[src/rtl/alu_pkg.sv]
// Shared constants for the ALU issue sequencer: select-field encodings and FSM states.
// Latency: n/a (package only).
// Backpressure: n/a (package only).
package alu_pkg;

   // Shift field, sel[5:4]
   localparam logic [1:0] SEL_SHR   = 2'b00;
   localparam logic [1:0] SEL_PASS  = 2'b01;
   localparam logic [1:0] SEL_SHL   = 2'b11;

   // sel[3]: logic unit when set, arithmetic unit when clear
   localparam logic       LOGIC_BIT = 1'b1;

   // Function field, sel[2:0], arithmetic unit
   localparam logic [2:0] ARITH_PASSA = 3'b000;
   localparam logic [2:0] ARITH_ADDC  = 3'b001;
   localparam logic [2:0] ARITH_ADD   = 3'b100;
   localparam logic [2:0] ARITH_SUB   = 3'b110;

   // Function field, sel[2:0], logic unit
   localparam logic [2:0] LOGIC_AND   = 3'b000;
   localparam logic [2:0] LOGIC_OR    = 3'b001;
   localparam logic [2:0] LOGIC_XOR   = 3'b010;

   // Sequencer states
   localparam logic [1:0] IDLE = 2'b00;
   localparam logic [1:0] EXEC = 2'b01;
   localparam logic [1:0] RESP = 2'b10;

   // Assemble a 6-bit ALU select from its three fields.
   function automatic logic [5:0] mk_sel(input logic [1:0] sh, input logic lg,
                                         input logic [2:0] fn);
      return {sh, lg, fn};
   endfunction

endpackage

[src/rtl/alu_regfile.sv]
// Register file: NREG x WIDTH, one synchronous write port, two async read ports, one async debug read.
// Latency: write visible on the read ports the cycle after its clock edge; reads are combinational.
// Backpressure: none; a write is taken on every edge where we is high.
//
// Ports: clk, rst_n (sync active-low clear of every entry), we/waddr/wdata (write),
//        raddr_a/rdata_a, raddr_b/rdata_b (operand reads), dbg_addr/dbg_data (debug read).
module alu_regfile #(
   parameter int WIDTH = 8,
   parameter int NREG  = 4,
   parameter int AW    = 2
) (
   input  logic             clk,
   input  logic             rst_n,
   input  logic             we,
   input  logic [AW-1:0]    waddr,
   input  logic [WIDTH-1:0] wdata,
   input  logic [AW-1:0]    raddr_a,
   output logic [WIDTH-1:0] rdata_a,
   input  logic [AW-1:0]    raddr_b,
   output logic [WIDTH-1:0] rdata_b,
   input  logic [AW-1:0]    dbg_addr,
   output logic [WIDTH-1:0] dbg_data
);

   logic [WIDTH-1:0] rf [NREG];

   // Reset takes priority, so a write coinciding with reset is dropped.
   always_ff @(posedge clk) begin
      if (!rst_n) begin
         for (int i = 0; i < NREG; i++) begin
            rf[i] <= '0;
         end
      end else if (we) begin
         rf[waddr] <= wdata;
      end
   end

   assign rdata_a  = rf[raddr_a];
   assign rdata_b  = rf[raddr_b];
   assign dbg_data = rf[dbg_addr];

endmodule

[src/rtl/alu_issue_ctrl.sv]
// Issue/writeback sequencer in front of a combinational ALU: registers operands, captures y into the RF.
// Latency: load-immediate result valid the cycle after accept; ALU op result valid two cycles after accept.
// Backpressure: one instruction in flight; in_ready low from accept until the result handshake completes.
//
// Ports: in_* instruction handshake (ld/sel/cin/rd/rs1/rs2/imm), alu_a/alu_b/alu_cin/alu_sel to the ALU,
//        alu_y back from it, out_* result handshake (data + destination register), dbg_* RF debug read.
module alu_issue_ctrl
   import alu_pkg::*;
#(
   parameter int WIDTH = 8,
   parameter int NREG  = 4,
   parameter int AW    = 2
) (
   input  logic             clk,
   input  logic             rst_n,
   input  logic             in_valid,
   output logic             in_ready,
   input  logic             in_ld,
   input  logic [5:0]       in_sel,
   input  logic             in_cin,
   input  logic [AW-1:0]    in_rd,
   input  logic [AW-1:0]    in_rs1,
   input  logic [AW-1:0]    in_rs2,
   input  logic [WIDTH-1:0] in_imm,
   output logic [WIDTH-1:0] alu_a,
   output logic [WIDTH-1:0] alu_b,
   output logic             alu_cin,
   output logic [5:0]       alu_sel,
   input  logic [WIDTH-1:0] alu_y,
   output logic             out_valid,
   input  logic             out_ready,
   output logic [WIDTH-1:0] out_data,
   output logic [AW-1:0]    out_rd,
   input  logic [AW-1:0]    dbg_addr,
   output logic [WIDTH-1:0] dbg_data
);

   logic [1:0]       state;
   logic [AW-1:0]    rd_q;
   logic             accept;
   logic             rf_we;
   logic [AW-1:0]    rf_waddr;
   logic [WIDTH-1:0] rf_wdata;
   logic [WIDTH-1:0] rs1_dat;
   logic [WIDTH-1:0] rs2_dat;

   // in_ready is gated by rst_n so nothing is accepted on a reset edge.
   assign in_ready = rst_n && (state == IDLE);
   assign accept   = in_valid && in_ready;

   // Two writers share the single RF write port: a load at its accept edge,
   // and the ALU result at the edge closing EXEC. They can never coincide.
   assign rf_we    = (accept && in_ld) || (state == EXEC);
   assign rf_waddr = (state == EXEC) ? rd_q  : in_rd;
   assign rf_wdata = (state == EXEC) ? alu_y : in_imm;

   alu_regfile #(
      .WIDTH (WIDTH),
      .NREG  (NREG),
      .AW    (AW)
   ) u_rf (
      .clk      (clk),
      .rst_n    (rst_n),
      .we       (rf_we),
      .waddr    (rf_waddr),
      .wdata    (rf_wdata),
      .raddr_a  (in_rs1),
      .rdata_a  (rs1_dat),
      .raddr_b  (in_rs2),
      .rdata_b  (rs2_dat),
      .dbg_addr (dbg_addr),
      .dbg_data (dbg_data)
   );

   always_ff @(posedge clk) begin
      if (!rst_n) begin
         state     <= IDLE;
         rd_q      <= '0;
         alu_a     <= '0;
         alu_b     <= '0;
         alu_cin   <= 1'b0;
         alu_sel   <= '0;
         out_valid <= 1'b0;
         out_data  <= '0;
         out_rd    <= '0;
      end else begin
         case (state)
            IDLE: begin
               if (accept) begin
                  rd_q <= in_rd;
                  if (in_ld) begin
                     out_data  <= in_imm;
                     out_rd    <= in_rd;
                     out_valid <= 1'b1;
                     state     <= RESP;
                  end else begin
                     // Operands come from the RF as it stood before this edge,
                     // so rs == rd reads the old value.
                     alu_a   <= rs1_dat;
                     alu_b   <= rs2_dat;
                     alu_cin <= in_cin;
                     alu_sel <= in_sel;
                     state   <= EXEC;
                  end
               end
            end
            EXEC: begin
               out_data  <= alu_y;
               out_rd    <= rd_q;
               out_valid <= 1'b1;
               state     <= RESP;
            end
            RESP: begin
               if (out_ready) begin
                  out_valid <= 1'b0;
                  state     <= IDLE;
               end
            end
            default: state <= IDLE;
         endcase
      end
   end

endmodule
[config.mk]
export PLATFORM = sky130hd
export DESIGN_NAME = alu_issue_ctrl
export DESIGN_NICKNAME = d
export VERILOG_FILES = /design/src/rtl/alu_pkg.sv /design/src/rtl/alu_regfile.sv /design/src/rtl/alu_issue_ctrl.sv
export SDC_FILE = /design/constraint.sdc
export NUM_CORES = 1
export LEC_CHECK = 0
export CORE_MARGIN = 2
export CORE_UTILIZATION = 46
export DETAILED_ROUTE_END_ITERATION = 8
export HOLD_SLACK_MARGIN = 0.1
export PLACE_DENSITY = 0.82
export REMOVE_ABC_BUFFERS = 1
export SLEW_MARGIN = 20
export SYNTH_ARGS = -nofsm -noshare
export SYNTH_HDL_FRONTEND = slang
export SYNTH_SLANG_ARGS = --single-unit
[constraint.sdc]
create_clock -name clk -period 1.9 [get_ports clk]
set_input_delay 0.38 -clock clk [delete_from_list [all_inputs] [get_ports clk]]
set_output_delay 0.38 -clock clk [all_outputs]
set_load 0.02 [all_outputs]
==> results of run 1 <==
==> through the flow <==
step / instance area [um^2] / util
floorplan: 3370 / -
global placement: 4570 / 0.623
detailed placement: 4570 / 0.623
CTS: 4710 / 0.642
global route: 4720 / 0.644
finish: 4720 / 0.644
==> flip-flops by register name, indices dropped and copies added, names as in the netlist <==
signal	count
out_valid	1
alu_a	8
u_rf.rf	32
out_data	8
state	2
alu_b	8
out_rd	2
rd_q	2
alu_sel	6
alu_cin	1
==> tightest hold or removal path, cell delays in order (launching register included) <==
cell,delay [ns]
dfxtp_1,0.31
nand2_1,0.05
o21ai_1,0.05
==> layout by cell type, fill, tap and decap left out, drive strengths merged, types with 2 or more instances in the layout <==
cell type / synthesis / routed
a21oi: 12 / 12
a311oi: 3 / 3
a31oi: 4 / 4
and4bb: 2 / 2
buf: 21 / 35
clkbuf: 7 / 11
clkdlybuf4s50: 0 / 67
clkinv: 0 / 3
dfxtp: 38 / 38
dlygate4sd2: 0 / 2
edfxtp: 32 / 32
inv: 6 / 6
mux2i: 8 / 8
mux4: 24 / 24
nand2: 29 / 29
nand3: 25 / 25
nor2: 9 / 9
nor3: 25 / 25
o21ai: 29 / 29
o22ai: 8 / 8
or3: 2 / 2
==> cell families (layout without fill, tap and decap cells) <==
group | count (synthesis) | count (layout) | synth area share
compound gates | 57 | 57 | 0.102
simple gates | 99 | 99 | 0.175
mux | 32 | 32 | 0.184
buf+inv | 34 | 127 | 0.0507
flops | 70 | 70 | 0.488
==> power by group <==
group          total (mW)  switching [mW]  internal, mW
registers            1.72          0.0641          1.66
logic               0.677           0.333         0.344
clock network        1.13           0.536         0.596
total                3.53           0.933          2.60
==> area by class of cell <==
cell class                      instances  area share
Sequential cell                        70       0.365
Inverter                                6     0.00477
Tap cell                               99      0.0262
Clock buffer                           11      0.0278
Timing Repair Buffer                  105       0.219
Clock inverter                          5      0.0106
Multi-Input combinational cell        188       0.347
==> path summary, 6_finish.rpt <==
| check | slack, ns | startpoint | end | cells after the start |
|---|---|---|---|---|
| min | 0.45 | alu_a[1] | alu_a[1] | 2 |
| max | 0.03 | dbg_addr[0] | dbg_data[6] | 4 |
| max reg2reg | 0.20 | state[0] | u_rf.rf[3][0] | 4 |
| min reg2reg | 0.45 | alu_a[1] | alu_a[1] | 2 |
==> metal layers <==
metal,up-vias,part of all wire,global-route usage
met5,-,0,0
met4,0,0.025,0.112
met3,17,0.042,0.0274
met2,77,0.51,0.336
met1,1296,0.42,0.254
li1,1277,-,-
==> timing repair <==
item	CTS	global route
hold buffers	0	0
cloned	0	0
gates resized for setup	34	4
endpoints found under the setup margin	9	27
==> flow_metrics.tcl, run 1 <==
set metrics [dict create \
    path_max_fanout 8 \
    synth_top_cell_by_area "edfxtp_1" \
    max_cap_viol_count 0 \
    synth_cell_types 33 \
    synthArstFlopShare 0 \
    critPathArrivalTime_ns 1.49 \
    layout-drive-gt1-share 0.296 \
    syn_avg_cell_area_um2 12.1 \
    grt_first_pass_wirelength_um 13000 \
    drt_pass1_iterations 4 \
    yosysTopAreaCellShare 0.272 \
    tns_ns 0 \
    final.setup.worst_slack_ns 0.0345 \
    synth_cells 292 \
    status "finished, final reports clean" \
    max_freq_ghz 0.536 \
    fin_crit_sh 0.982 \
    finalNetCount 416 \
    drc 0 \
    cp_cell_sequence "dlygate4sd2_1, buf_12, mux4_2, buf_4" \
    ctsLongestPathBuffers 2 \
    end_kind "output pin" \
    num_vias 2667 \
    io_buffers 78 \
    max_slew_margin 0.578 \
    antenna_cells 0 \
    grt.overflow.total 0 \
    crit_slowest_cell "mux4_2" \
    path_buf_inv 3 \
    first_iter_violations 144 \
    viasPerCell 5.51 \
    dp.cells 468 \
    antenna_found_initial 0 \
    clock_latency_ns 0.34 \
    die_h_um 91.6 \
    synth_edf_count 32 \
    skew_ns 0.00793 \
    synthTopCellsByCount "dfxtp_1 (38), edfxtp_1 (32), nand2_1 (29)" \
    cts_tree "yes" \
    path_class "in -> out" \
    seq_area_um2 1720 \
    synth_seq_area_share 0.488 \
    gp_congestion 0.827 \
    pre_cts_ws_ns -0.625 \
    place_hpwl_um 6120 \
    areaGrowthSynthToFinish_pct 33.8 \
    htreeDepth 3 \
    slew_viol_final 0 \
    cp_top_family "buffers and inverters" \
    wirelength_um 8050 \
    fp-row-count 31 \
    n_fill_cell 529 \
    hold_path.class "reg -> reg" \
    grt_pass1_vias 2575 \
    setup_viol 0 \
    cts_root_buf "clkbuf_8" \
    p_per_area_nw_per_um2 748 \
    post_drt_wl_per_cell_um 16.6 \
    multi_input_area_um2 1640 \
    io_pins 79 \
    netlist_area_um2 3530 \
    startpoint_type "input pin" \
    synth_most_common_cell "dfxtp_1" \
    hold_violations 0 \
    fin_hold_ws_ns 0.450 \
    die_w_um 91.6 \
    grt_util_all_layers 0.202 \
    ys.flop_type "dfxtp_1" \
    ir_drop_uv 376 \
    power_mw 3.53 \
    core_um2 7330 \
    ant_nets 0 \
    die_area_um2 8390 \
    ys.warnings.count 0 \
    stdcell_count 484 \
    rsz0062_at_grt "no" \
    postCtsSetupRepairBufs 0 \
    slowest_delay_ns 0.52 \
    min_period_ns 1.87 \
    grt_max_degree 24 \
    p_leak_nw 1.61 \
    numCtsBuffers 9 \
    max_slew.worst_pin.slew_ns 0.632 \
    cts.clk_slew.worst_paths_ns 0.07 \
    initial_core_util 0.481 \
    synth.area.top_cells "edfxtp_1 (27%), dfxtp_1 (22%), mux4_2 (15%)" \
    clkSinkCount 70 \
    ys_seq_elements 70 \
    crit_required_ns 1.52 \
]
(Power assumes the default switching activity.)
==> inputs of run 2 (changes only) <==
CORE_UTILIZATION = 45   (was 46)
PLACE_DENSITY = 0.81   (was 0.82)
SYNTH_HIERARCHICAL = 1   (was default)
==> flow_metrics.tcl, run 2 <==
set metrics [dict create \
    grt_pass1_vias 2601 \
    synth_most_common_cell "dfxtp_1" \
    skew_ns 0.0132 \
    netlist_area_um2 3410 \
    top_register "u_rf/rf" \
    finalNetCount 404 \
    max_slew.worst_pin.slew_ns 0.390 \
    die_area_um2 8290 \
    cts.clk_slew.worst_paths_ns 0.06 \
    numCtsBuffers 9 \
    grt_max_degree 30 \
    reg2reg_depth 5 \
    crit_path_end "dbg_data[4]" \
    crit_required_ns 1.52 \
    synth_cell_types 29 \
    synthTopCellsByCount "dfxtp_1 (38), edfxtp_1 (32), and2_1 (25), nand2_1 (25), nand3_1 (25)" \
    place_hpwl_um 5550 \
    ys_seq_elements 70 \
    synth_seq_area_share 0.505 \
    die_h_um 91.0 \
    io_buffers 78 \
    ctsLongestPathBuffers 2 \
    antenna_found_initial 0 \
    drc 0 \
    hold_start "alu_sel[5]" \
    status "finished, final reports clean" \
    fin_crit_sh 0.987 \
    wirelength_um 7410 \
    end_kind "output pin" \
    syn_avg_cell_area_um2 12.3 \
    core_um2 7290 \
    grt_util_all_layers 0.188 \
    clkSinkCount 70 \
    rrSetupSlack_ns 0.18 \
    p_int_mw 2.77 \
    pwr-share-comb 0.178 \
    hold_path.class "reg -> reg" \
    viasPerCell 5.37 \
    antenna_cells 0 \
    synth_top_cell_by_area "edfxtp_1" \
    dp.cells 456 \
    synth.area.top_cells "edfxtp_1 (28%), dfxtp_1 (22%), mux4_2 (16%)" \
    p_leak_nw 1.73 \
    p_per_area_nw_per_um2 797 \
    dpl-instance-area_um2 4460 \
    drt_pass1_iterations 4 \
    critPathLaunch "dbg_addr[1]" \
    cts_tree "yes" \
    clock_latency_ns 0.35 \
    max_freq_ghz 0.533 \
    cp_cell_sequence "clkdlybuf4s50_1, buf_12, mux4_2, buf_6" \
    initial_core_util 0.467 \
    setup_viol 0 \
    hold_violations 0 \
    final_common_cell "clkdlybuf4s50_1" \
    gp_congestion 0.768 \
    grt_first_pass_wirelength_um 12400 \
    power_switching_mw 0.940 \
    post_drt_wl_per_cell_um 15.7 \
    synthArstFlopShare 0 \
    areaGrowthSynthToFinish_pct 36.5 \
    ys.flop_type "dfxtp_1" \
    crit_slowest_cell "clkdlybuf4s50_1" \
    postCtsSetupRepairBufs 0 \
    htreeDepth 3 \
    rsz0062_at_grt "no" \
    r2r_end "u_rf/rf[0][0]" \
    min_period_ns 1.88 \
    startpoint_type "input pin" \
    clkPwrFrac 0.358 \
    stdcell_count 472 \
    path_class "in -> out" \
    layout-drive-gt1-share 0.268 \
    critPathArrivalTime_ns 1.50 \
    power_mw 3.71 \
    yosysTopAreaCellShare 0.282 \
    power.share.switching 0.254 \
    num_vias 2533 \
    final_cell_mix "clkdlybuf4s50_1 (67), dfxtp_1 (37), edfxtp_1 (32)" \
    cts_root_buf "clkbuf_8" \
    synth_edf_count 32 \
    synth_cells 276 \
    io_pins 79 \
    slowest_delay_ns 0.51 \
    path_max_fanout 8 \
    power_frac_seq 0.464 \
    fp-row-count 31 \
    ys.warnings.count 6 \
    first_iter_violations 72 \
    max_cap_viol_count 0 \
    grt.overflow.total 0 \
    ir_drop_uv 372 \
    largest_reg_flops 32 \
    max_slew_margin 0.739 \
    slew_viol_final 0 \
    design_area_um2 4650 \
    ant_nets 0 \
    die_w_um 91.0 \
    tns_ns 0 \
    rr_startpoint "state[1]" \
]
-- run 2: changes by cell type after synthesis, sizes merged, moves of 6 or more --
| cell | change |
|---|---|
| and2 | +24 |
| nor2 | -9 |
| o21a | +12 |
| buf | -9 |
| and3 | +8 |
| nor3 | -25 |
| mux2 | +10 |
| o22ai | -8 |
| o221a | +10 |
| a21oi | -11 |
| mux2i | -6 |
-- run 2: worst max-delay path: cells and delay by family --
kind	cells	cell delay (ns)
buffers and inverters	3	0.80
multiplexers	1	0.32
-- run 2: final cells by class --
type                       count  area [um^2]
sequential                    70         1720
timing repair buffer         103         1010
clock inverter                 7         96.3
tap                           99          124
fill                         583         2640
inverter                       3         11.3
clock buffer                   9          124
multi-input combinational    181         1560
-- run 2: through the flow --
| stage | setup slack (ns) | hold WS, ns | utilization |
|---|---|---|---|
| finish | 0.0248 | 0.459 | 0.638 |
| detailed placement | -0.587 | 0.451 | 0.612 |
| floorplan | -0.668 | 0.498 | - |
| global placement | -0.582 | 0.438 | 0.612 |
| global route | 0.00825 | 0.480 | 0.638 |
| CTS | 0.0235 | 0.463 | 0.638 |
-- run 2: power groups by stage --
stage | combinational, mW | clock, mW | sequential [mW]
3_5_place_dp | 0.676 | 0 | 1.75
5_1_grt | 0.704 | 1.41 | 1.73
6_report | 0.659 | 1.33 | 1.72
3_3_place_gp | 0.662 | 0 | 1.75
2_1_floorplan | 0.262 | 0 | 1.79
4_1_cts | 0.663 | 1.35 | 1.72
-- run 2: kinds of logic after synthesis --
| logic type | share of synthesized area |
|---|---|
| flip-flops | 0.505 |
| AO/OA/AOI/OAI | 0.0995 |
| AND/OR/NAND/NOR | 0.159 |
| buffers and inverters | 0.0393 |
| multiplexers | 0.198 |
-- run 2: what timing repair did --
action | CTS | global route
endpoints found under the setup margin | 17 | 16
pin swaps | 0 | 0
gates resized for setup | 37 | 2
hold buffers | 0 | 0
-- run 2: worst min-delay path by stage --
stage | to | depth (start not counted)
6_report | alu_sel[5] | 2
5_1_grt | alu_a[7] | 2
4_1_cts | alu_a[4] | 2
3_5_place_dp | alu_a[4] | 2
3_3_place_gp | alu_a[7] | 2
2_1_floorplan | out_valid | 1
-- run 2: per-layer routing --
| layer | up-vias | global-route usage | part of all wire |
|---|---|---|---|
| li1 | 1232 | - | - |
| met1 | 1215 | 0.233 | 0.45 |
| met2 | 74 | 0.315 | 0.49 |
| met3 | 12 | 0.0407 | 0.044 |
| met4 | 0 | 0.0846 | 0.019 |
| met5 | - | 0 | 0 |
==> inputs of run 3 (changes only) <==
CAP_MARGIN = 15   (was default)
==> results of run 3 <==
No change in the layout: final DEF, timing and power equal those of run 2.
